[config.mk]
export PLATFORM = sky130hd
export DESIGN_NAME = button_conditioner_flat
export DESIGN_NICKNAME = d
export VERILOG_FILES = /design/src/rtl/button_conditioner_if.sv /design/src/rtl/button_conditioner.sv /design/src/flat_wrapper.sv
export SDC_FILE = /design/constraint.sdc
export NUM_CORES = 1
export LEC_CHECK = 0
export ABC_CLOCK_PERIOD_IN_PS = 3100
export CAP_MARGIN = 10
export CORE_MARGIN = 2
export CORE_UTILIZATION = 55
export CTS_BUF_LIST = sky130_fd_sc_hd__clkbuf_4 sky130_fd_sc_hd__clkbuf_8
export DETAILED_ROUTE_END_ITERATION = 16
export GPL_TIMING_DRIVEN = 0
export PLACE_DENSITY = 0.72
export SYNTH_ARGS = -nofsm -noshare
export SYNTH_HDL_FRONTEND = slang
export SYNTH_SLANG_ARGS = --single-unit
export TNS_END_PERCENT = 10
[constraint.sdc]
create_clock -name clk -period 3.1 [get_ports clk]
set_input_delay 0.93 -clock clk [delete_from_list [all_inputs] [get_ports clk]]
set_output_delay 0.93 -clock clk [all_outputs]
set_load 0.05 [all_outputs]
[src/rtl/button_conditioner_if.sv]
// Signal bundle between the raw push-button pad and its conditioner.
// The conditioner drives the slave side; the pad/bench drives btn_in on the master side.
interface button_conditioner_if;
  // Event outputs are single-cycle strobes with no valid/ready pairing and no
  // backpressure: a consumer must sample them every clk cycle or miss them.
  logic       btn_in;
  logic       btn_level;
  logic       press_pulse;
  logic       release_pulse;
  logic       long_pulse;
  logic [1:0] state_dbg;

  modport master (
    output btn_in,
    input  btn_level,
    input  press_pulse,
    input  release_pulse,
    input  long_pulse,
    input  state_dbg
  );

  modport slave (
    input  btn_in,
    output btn_level,
    output press_pulse,
    output release_pulse,
    output long_pulse,
    output state_dbg
  );
endinterface

[src/rtl/button_conditioner.sv]
// Push-button conditioner: 2-flop synchroniser, two-edge debounce FSM and
// registered press / release / long-press pulses plus a debounced level.
module button_conditioner #(
  parameter int DEBOUNCE_CYCLES   = 100000,
  parameter int LONG_PRESS_CYCLES = 20000000
) (
  input logic                 clk,
  input logic                 resetb,
  button_conditioner_if.slave btn
);

  localparam int DW = $clog2(DEBOUNCE_CYCLES);
  localparam int HW = $clog2(LONG_PRESS_CYCLES);

  localparam logic [DW-1:0] DEB_LAST  = DW'(DEBOUNCE_CYCLES - 1);
  localparam logic [DW-1:0] DEB_ONE   = DW'(1);
  localparam logic [HW-1:0] HOLD_LAST = HW'(LONG_PRESS_CYCLES - 1);
  localparam logic [HW-1:0] HOLD_ONE  = HW'(1);

  localparam logic [1:0] IDLE         = 2'd0;
  localparam logic [1:0] PRESS_WAIT   = 2'd1;
  localparam logic [1:0] HELD         = 2'd2;
  localparam logic [1:0] RELEASE_WAIT = 2'd3;

  logic          s1;
  logic          btn_sync;
  logic [1:0]    state;
  logic [DW-1:0] deb_cnt;
  logic [HW-1:0] hold_cnt;
  logic          long_done;
  logic          level_q;
  logic          press_q;
  logic          release_q;
  logic          long_q;

  always_ff @(posedge clk or negedge resetb) begin
    if (!resetb) begin
      s1       <= 1'b0;
      btn_sync <= 1'b0;
    end else begin
      s1       <= btn.btn_in;
      btn_sync <= s1;
    end
  end

  always_ff @(posedge clk or negedge resetb) begin
    if (!resetb) begin
      state     <= IDLE;
      deb_cnt   <= '0;
      hold_cnt  <= '0;
      long_done <= 1'b0;
      level_q   <= 1'b0;
      press_q   <= 1'b0;
      release_q <= 1'b0;
      long_q    <= 1'b0;
    end else begin
      press_q   <= 1'b0;
      release_q <= 1'b0;
      long_q    <= 1'b0;
      case (state)
        IDLE: begin
          if (btn_sync) begin
            state   <= PRESS_WAIT;
            deb_cnt <= '0;
          end
        end
        PRESS_WAIT: begin
          if (!btn_sync) begin
            state <= IDLE;
          end else if (deb_cnt == DEB_LAST) begin
            state     <= HELD;
            press_q   <= 1'b1;
            level_q   <= 1'b1;
            hold_cnt  <= '0;
            long_done <= 1'b0;
          end else begin
            deb_cnt <= deb_cnt + DEB_ONE;
          end
        end
        HELD: begin
          if (!btn_sync) begin
            state   <= RELEASE_WAIT;
            deb_cnt <= '0;
          end else if (!long_done) begin
            // hold_cnt freezes once the long press has fired, so it never wraps
            if (hold_cnt == HOLD_LAST) begin
              long_q    <= 1'b1;
              long_done <= 1'b1;
            end else begin
              hold_cnt <= hold_cnt + HOLD_ONE;
            end
          end
        end
        RELEASE_WAIT: begin
          // A short low glitch returns to HELD with the hold time preserved
          if (btn_sync) begin
            state <= HELD;
          end else if (deb_cnt == DEB_LAST) begin
            state     <= IDLE;
            release_q <= 1'b1;
            level_q   <= 1'b0;
          end else begin
            deb_cnt <= deb_cnt + DEB_ONE;
          end
        end
        default: state <= IDLE;
      endcase
    end
  end

  assign btn.btn_level     = level_q;
  assign btn.press_pulse   = press_q;
  assign btn.release_pulse = release_q;
  assign btn.long_pulse    = long_q;
  assign btn.state_dbg     = state;

endmodule

[src/flat_wrapper.sv]
// flat-port wrapper written by rule: the top's interface ports become plain ports
module button_conditioner_flat 
#(
  parameter int DEBOUNCE_CYCLES   = 100000,
  parameter int LONG_PRESS_CYCLES = 20000000
)
  (clk, resetb, btn_btn_in, btn_btn_level, btn_press_pulse, btn_release_pulse, btn_long_pulse, btn_state_dbg);
  button_conditioner_if btn_i ();
  input logic clk;
  input logic resetb;
  input wire logic [$bits(btn_i.btn_in)-1:0] btn_btn_in;
  output wire logic [$bits(btn_i.btn_level)-1:0] btn_btn_level;
  output wire logic [$bits(btn_i.press_pulse)-1:0] btn_press_pulse;
  output wire logic [$bits(btn_i.release_pulse)-1:0] btn_release_pulse;
  output wire logic [$bits(btn_i.long_pulse)-1:0] btn_long_pulse;
  output wire logic [$bits(btn_i.state_dbg)-1:0] btn_state_dbg;
  assign btn_i.btn_in = btn_btn_in;
  assign btn_btn_level = btn_i.btn_level;
  assign btn_press_pulse = btn_i.press_pulse;
  assign btn_release_pulse = btn_i.release_pulse;
  assign btn_long_pulse = btn_i.long_pulse;
  assign btn_state_dbg = btn_i.state_dbg;
  button_conditioner #(.DEBOUNCE_CYCLES(DEBOUNCE_CYCLES), .LONG_PRESS_CYCLES(LONG_PRESS_CYCLES)) u_core (.clk(clk), .resetb(resetb), .btn(btn_i));
endmodule
Yosys cells after proc, flatten, opt, wreduce, memory -nomap -nowiden:

Cells that the tools add are included.

* bits in registers: 51
* bits of input ports: 3
* output and inout port bits: 6

* $add $sub $neg: 2
* eq/ne operators: 16
* mux-type cells: 37
* reductions and logical operators: 8

Operators with widths (number)
* $mux W25: 5
* $mux W17: 5
* $pmux W17 S4: 1
* $pmux W25 S2: 1
* $add A25 B1 Y25 const B: 1
* $eq A25 B25 Y1 const B: 1
* $add A17 B1 Y17 const B: 1
* $eq A17 B17 Y1 const B: 1
* $mux W1: 16
* $mux W2: 6
* $reduce_and A4 Y1: 3
* $ne A2 B1 Y1 const B: 5
* $ne A2 B2 Y1 const B: 4
* $pmux W2 S4: 1
* $reduce_and A6 Y1: 1
* $reduce_and A5 Y1: 1
* $eq A2 B2 Y1 const B: 2
* $pmux W1 S2: 2
* $reduce_bool A2 Y1: 2
* $ne A3 B1 Y1 const B: 1
* $ne A3 B3 Y1 const B: 1
* $eq A2 B1 Y1 const B: 1
* $logic_not A2 Y1: 1

Depth between registers and ports, before layout:

* depth after elaboration: 5
* gate-level depth with buffers: 7

Worst setup path before layout:

Ideal clock, no wire load.

* path kind: reg2reg
* start: reg u_core.state[0], in the netlist u_core.btn.state_dbg[0]
* end: reg u_core.hold_cnt[18]
* setup time: 0.069 ns
* arrival: 2.223 ns
* slack: 0.808 ns
* cell stages (with the launch flop): 7
* period minus slack after synthesis: 2.292 ns
* cell sequence: dfrtp_1 > clkbuf_1 > nand2b_1 > nor3b_1 > o31ai_2 > or4_1 > nand3_1

* word-level cells in the longest chain between the ends: 3
* elaborated cells between the ends (all ways): 10
* classes of those cells: eq/ne: 7; mux: 1; reduce/logical: 2

RTL lines
* start, declared: line button_conditioner.sv:27 `logic [1:0] state;`
* start signal, assigned: line button_conditioner.sv:48 `state <= IDLE;`
* start signal, assigned: line button_conditioner.sv:63 `state <= PRESS_WAIT;`
* start signal, assigned: line button_conditioner.sv:69 `state <= IDLE;`
* $eq A2 B2 Y1 or $eq A2 B1 Y1 (tied branches): line button_conditioner.sv:60 `case (state)`
* $ne A2 B2 Y1 (no line), or another cell as far along
* $reduce_and A6 Y1 (no line)
* end signal, assigned: line button_conditioner.sv:90 `hold_cnt <= hold_cnt + HOLD_ONE;`
* end, declared: line button_conditioner.sv:29 `logic [HW-1:0] hold_cnt;`

Several ways; a longest one is shown, not always the timed one.
A chain may end at the register's enable or synchronous reset.

Worst setup path in the final report:

* start: reg u_core.state[0], in the netlist u_core.btn.state_dbg[0]
* end: reg u_core.hold_cnt[24]

The elaborated chain is that of the path after synthesis.

==> flow_metrics.env <==
export IMPL_status="finished clean"
export IMPL_rsz0062_at_grt="false"
export IMPL_clockBufferDepth=2
export IMPL_hpwlAfterDp_mm=4.428
export IMPL_yosysUniqueCellTypes=56
export IMPL_fp_coreArea_sq_mm=0.004817
export IMPL_maxCapViolations=0
export IMPL_met3_length_um=194
export IMPL_finalWirelength_mm=6.092
export IMPL_synthesis_nets=302
export IMPL_antenna_cells=0
export IMPL_p_total_mw=1.154
export IMPL_whs_ns=0.3554
export IMPL_leakagePower_nw=1.234
export IMPL_synth_main_ff_cell="dfrtp_1"
export IMPL_root_buffer="clkbuf_8"
export IMPL_yosysTopAreaCell="dfrtp_1"
export IMPL_routedWlPerCell_um=15.99
export IMPL_grt_max_degree=30
export IMPL_tightest_slew_ns=0.8582
export IMPL_drc=0
export IMPL_gp_congestion=0.8674
export IMPL_slew_limit_headroom_pct=42.44
export IMPL_cts_htree_levels=2
export IMPL_crit_path_max_incr_delay_ns=0.63
export IMPL_ys_seq_area_share_pct=45.70
export IMPL_start_kind="flop"
export IMPL_worstSetupPathType="reg -> reg"
export IMPL_power_density_mw_per_mm2=375.3
export IMPL_fin_crit_ns=2.592
export IMPL_start_util_pct=57.97
export IMPL_synth_area_leaders="dfrtp_1 (46%), nand3_1 (5.0%), a31oi_1 (4.3%), nand2_1 (4.2%), nor2_1 (2.8%)"
export IMPL_drt_initial_drc_count=164
export IMPL_die_y_um=75.26
export IMPL_fin_crit_sh_pct=83.61
export IMPL_portBuffers=8
export IMPL_die_w_um=75.26
export IMPL_cts_buffers=5
export IMPL_postCtsSetupRepairBufs=0
export IMPL_grt_pass1_wl_mm=10.46
export IMPL_ys_ff_latch=51
export IMPL_reg2reg_from="u_core.btn.state_dbg[0]"
export IMPL_hold_path_end="u_core.btn_sync"
export IMPL_synth_top_area_share_pct=45.70
export IMPL_r2r_end="u_core.hold_cnt[24]"
export IMPL_wl_met1_mm=3.243
export IMPL_syn_to_final_growth_pct=10.13
export IMPL_clk_latency_ns=0.30
export IMPL_antenna_found_initial=0
export IMPL_finalSetupViolCount=0
export IMPL_synthTopCellsByCount="dfrtp_1 (51), nand2_1 (31), nand3_1 (28)"
export IMPL_endpoint_kind="flop"
export IMPL_cts_repair_resized=0
export IMPL_cts_tree="done"
export IMPL_crit_fanout=10
export IMPL_avgSynthCellArea_sq_um=9.403
export IMPL_cp_data_required_time_ns=3.33
export IMPL_slew_violations=0
export IMPL_finalSetupTns_ns=0
export IMPL_yosysMostFrequentCell="dfrtp_1"
export IMPL_hp_start="u_core.s1"
export IMPL_min_path_cells=0
export IMPL_post_route_cells_drive_above_1_share_pct=8.917
export IMPL_hold_path_class="reg -> reg"
export IMPL_syn_area_sq_mm=0.002793
export IMPL_finalClockSkew_ns=0.01024
export IMPL_netlist_instances=297
export IMPL_vias=2367
export IMPL_clkTransAtPathRegs_ns=0.09
export IMPL_firstDrtPassIters=4
export IMPL_cp_slowest_cell="nor3b_1"
export IMPL_viasPerCell=6.213
export IMPL_dieArea_sq_mm=0.005663
export IMPL_max_freq_mhz=385.8
export IMPL_boundaryPins=9
export IMPL_critical_path_arrival_ns=2.82
export IMPL_antenna_left=0
export IMPL_cts_hold_buffers_added=0
export IMPL_placedCellCount=373
export IMPL_synthArstFlopShare_pct=100.0
export IMPL_finish_net_count=318
export IMPL_vdd_drop_max_v=0.0002267
export IMPL_hold_viol_final=0
export IMPL_grt_overflow_total=0
export IMPL_clock_sinks=51
export IMPL_grt_pass1_vias=2153
export IMPL_grt_usage_pct=24.05
export IMPL_worst_r2r_path_depth=7
export IMPL_rows=25
export IMPL_synth_edf_count=0
export IMPL_dr_wl_met2_mm=2.601
export IMPL_path_cells="clkbuf_1 > nand2b_1 > nor3b_1 > o31ai_2 > clkbuf_1 > o21ba_2 > a31oi_1"
export IMPL_stdcell_count=381
export IMPL_highest_layer="met4"
export IMPL_crit_top_cell="clkbuf_1"
export IMPL_r2r_slack_ns=0.51
export IMPL_yosys_warnings=0
[power breakdown]
group	internal [mW]	leakage [nW]	switching [mW]
Sequential	0.672	0.704	0.00808
Combinational	0.0164	0.480	0.0354
Clock	0.203	0.0505	0.219
Total	0.892	1.23	0.263
[flip-flops by register name, indices dropped and copies added, names as in the netlist, named ones only]
register / cells
u_core.hold_cnt: 25
u_core.btn.long_pulse: 1
u_core.btn.press_pulse: 1
u_core.s1: 1
u_core.btn_sync: 1
u_core.btn.btn_level: 1
u_core.btn.release_pulse: 1
u_core.long_done: 1
u_core.btn.state_dbg: 1
u_core.deb_cnt: 17
[metrics by stage]
stage / cell area [sq um] / util (%) / setup WS, ns
floorplan: 2793 / - / 0.8081
global placement: 2957 / 61.38 / -0.4163
detailed placement: 2972 / 61.69 / 0.5325
CTS: 3075 / 63.84 / 0.5112
global route: 3075 / 63.84 / 0.2903
finish: 3075 / 63.84 / 0.5081
[logic make-up after synthesis]
kind of cell / share of synthesized area [%]
AOI/OAI and AO/OA: 20.07
muxes: 0.4032
and+or+nand+nor: 27.73
DFF: 45.70
adders and majority gates: 0.8959
xor gates and xnor gates: 2.823
buffers and inverters: 2.374
[routing by layer]
metal / vias up / GRT usage (%)
li1: 1165 / -
met1: 1151 / 39.09
met2: 44 / 34.02
met3: 7 / 3.213
met4: 0 / 5.263
met5: - / 0
[how the worst max path moves through the flow]
stage | from | endpoint | slack (ns) | cells past startpoint
2_1_floorplan | u_core.btn.state_dbg[0] | u_core.hold_cnt[18] | 0.81 | 6
3_5_place_dp | u_core.btn.state_dbg[0] | u_core.hold_cnt[24] | 0.53 | 7
6_report | u_core.btn.state_dbg[0] | u_core.hold_cnt[24] | 0.51 | 7
3_3_place_gp | resetb | u_core.deb_cnt[11] | -0.42 | 1
4_1_cts | u_core.btn.state_dbg[0] | u_core.hold_cnt[24] | 0.51 | 7
5_1_grt | u_core.btn.state_dbg[0] | u_core.hold_cnt[24] | 0.29 | 7
[final cells by class]
cell class | count | area [sq um]
plain buffers | 13 | 55.05
clock buffers | 7 | 96.34
clock inverters | 1 | 7.507
fillers | 429 | 1742
inverters | 3 | 11.26
multi-input cells | 230 | 1450
flip-flops and latches | 51 | 1276
well taps | 67 | 83.83
repair buffers | 9 | 95.09
[worst max-delay path: cells and delay by family (launching register included)]
kind                   cells  cell delay [ns]
DFF                        1             0.39
and+or+nand+nor            2             0.93
AOI/OAI and AO/OA          3             0.66
buffers and inverters      2             0.54
[placed cells by master, fill, tap and decap left out, types with 4 or more instances in the layout]
cell type / instances
a31oi_1: 19
o21ai_0: 12
nand4_1: 7
a211oi_1: 7
nor2_1: 21
nor4_1: 4
a21oi_1: 15
and2_1: 4
nand2_1: 31
nor3_1: 4
clkbuf_1: 10
clkbuf_8: 7
nand3_1: 28
clkdlybuf4s50_1: 7
dfrtp_1: 51
xnor2_1: 9
and3_1: 6
No activity file was read; power rests on OpenSTA's default activity.
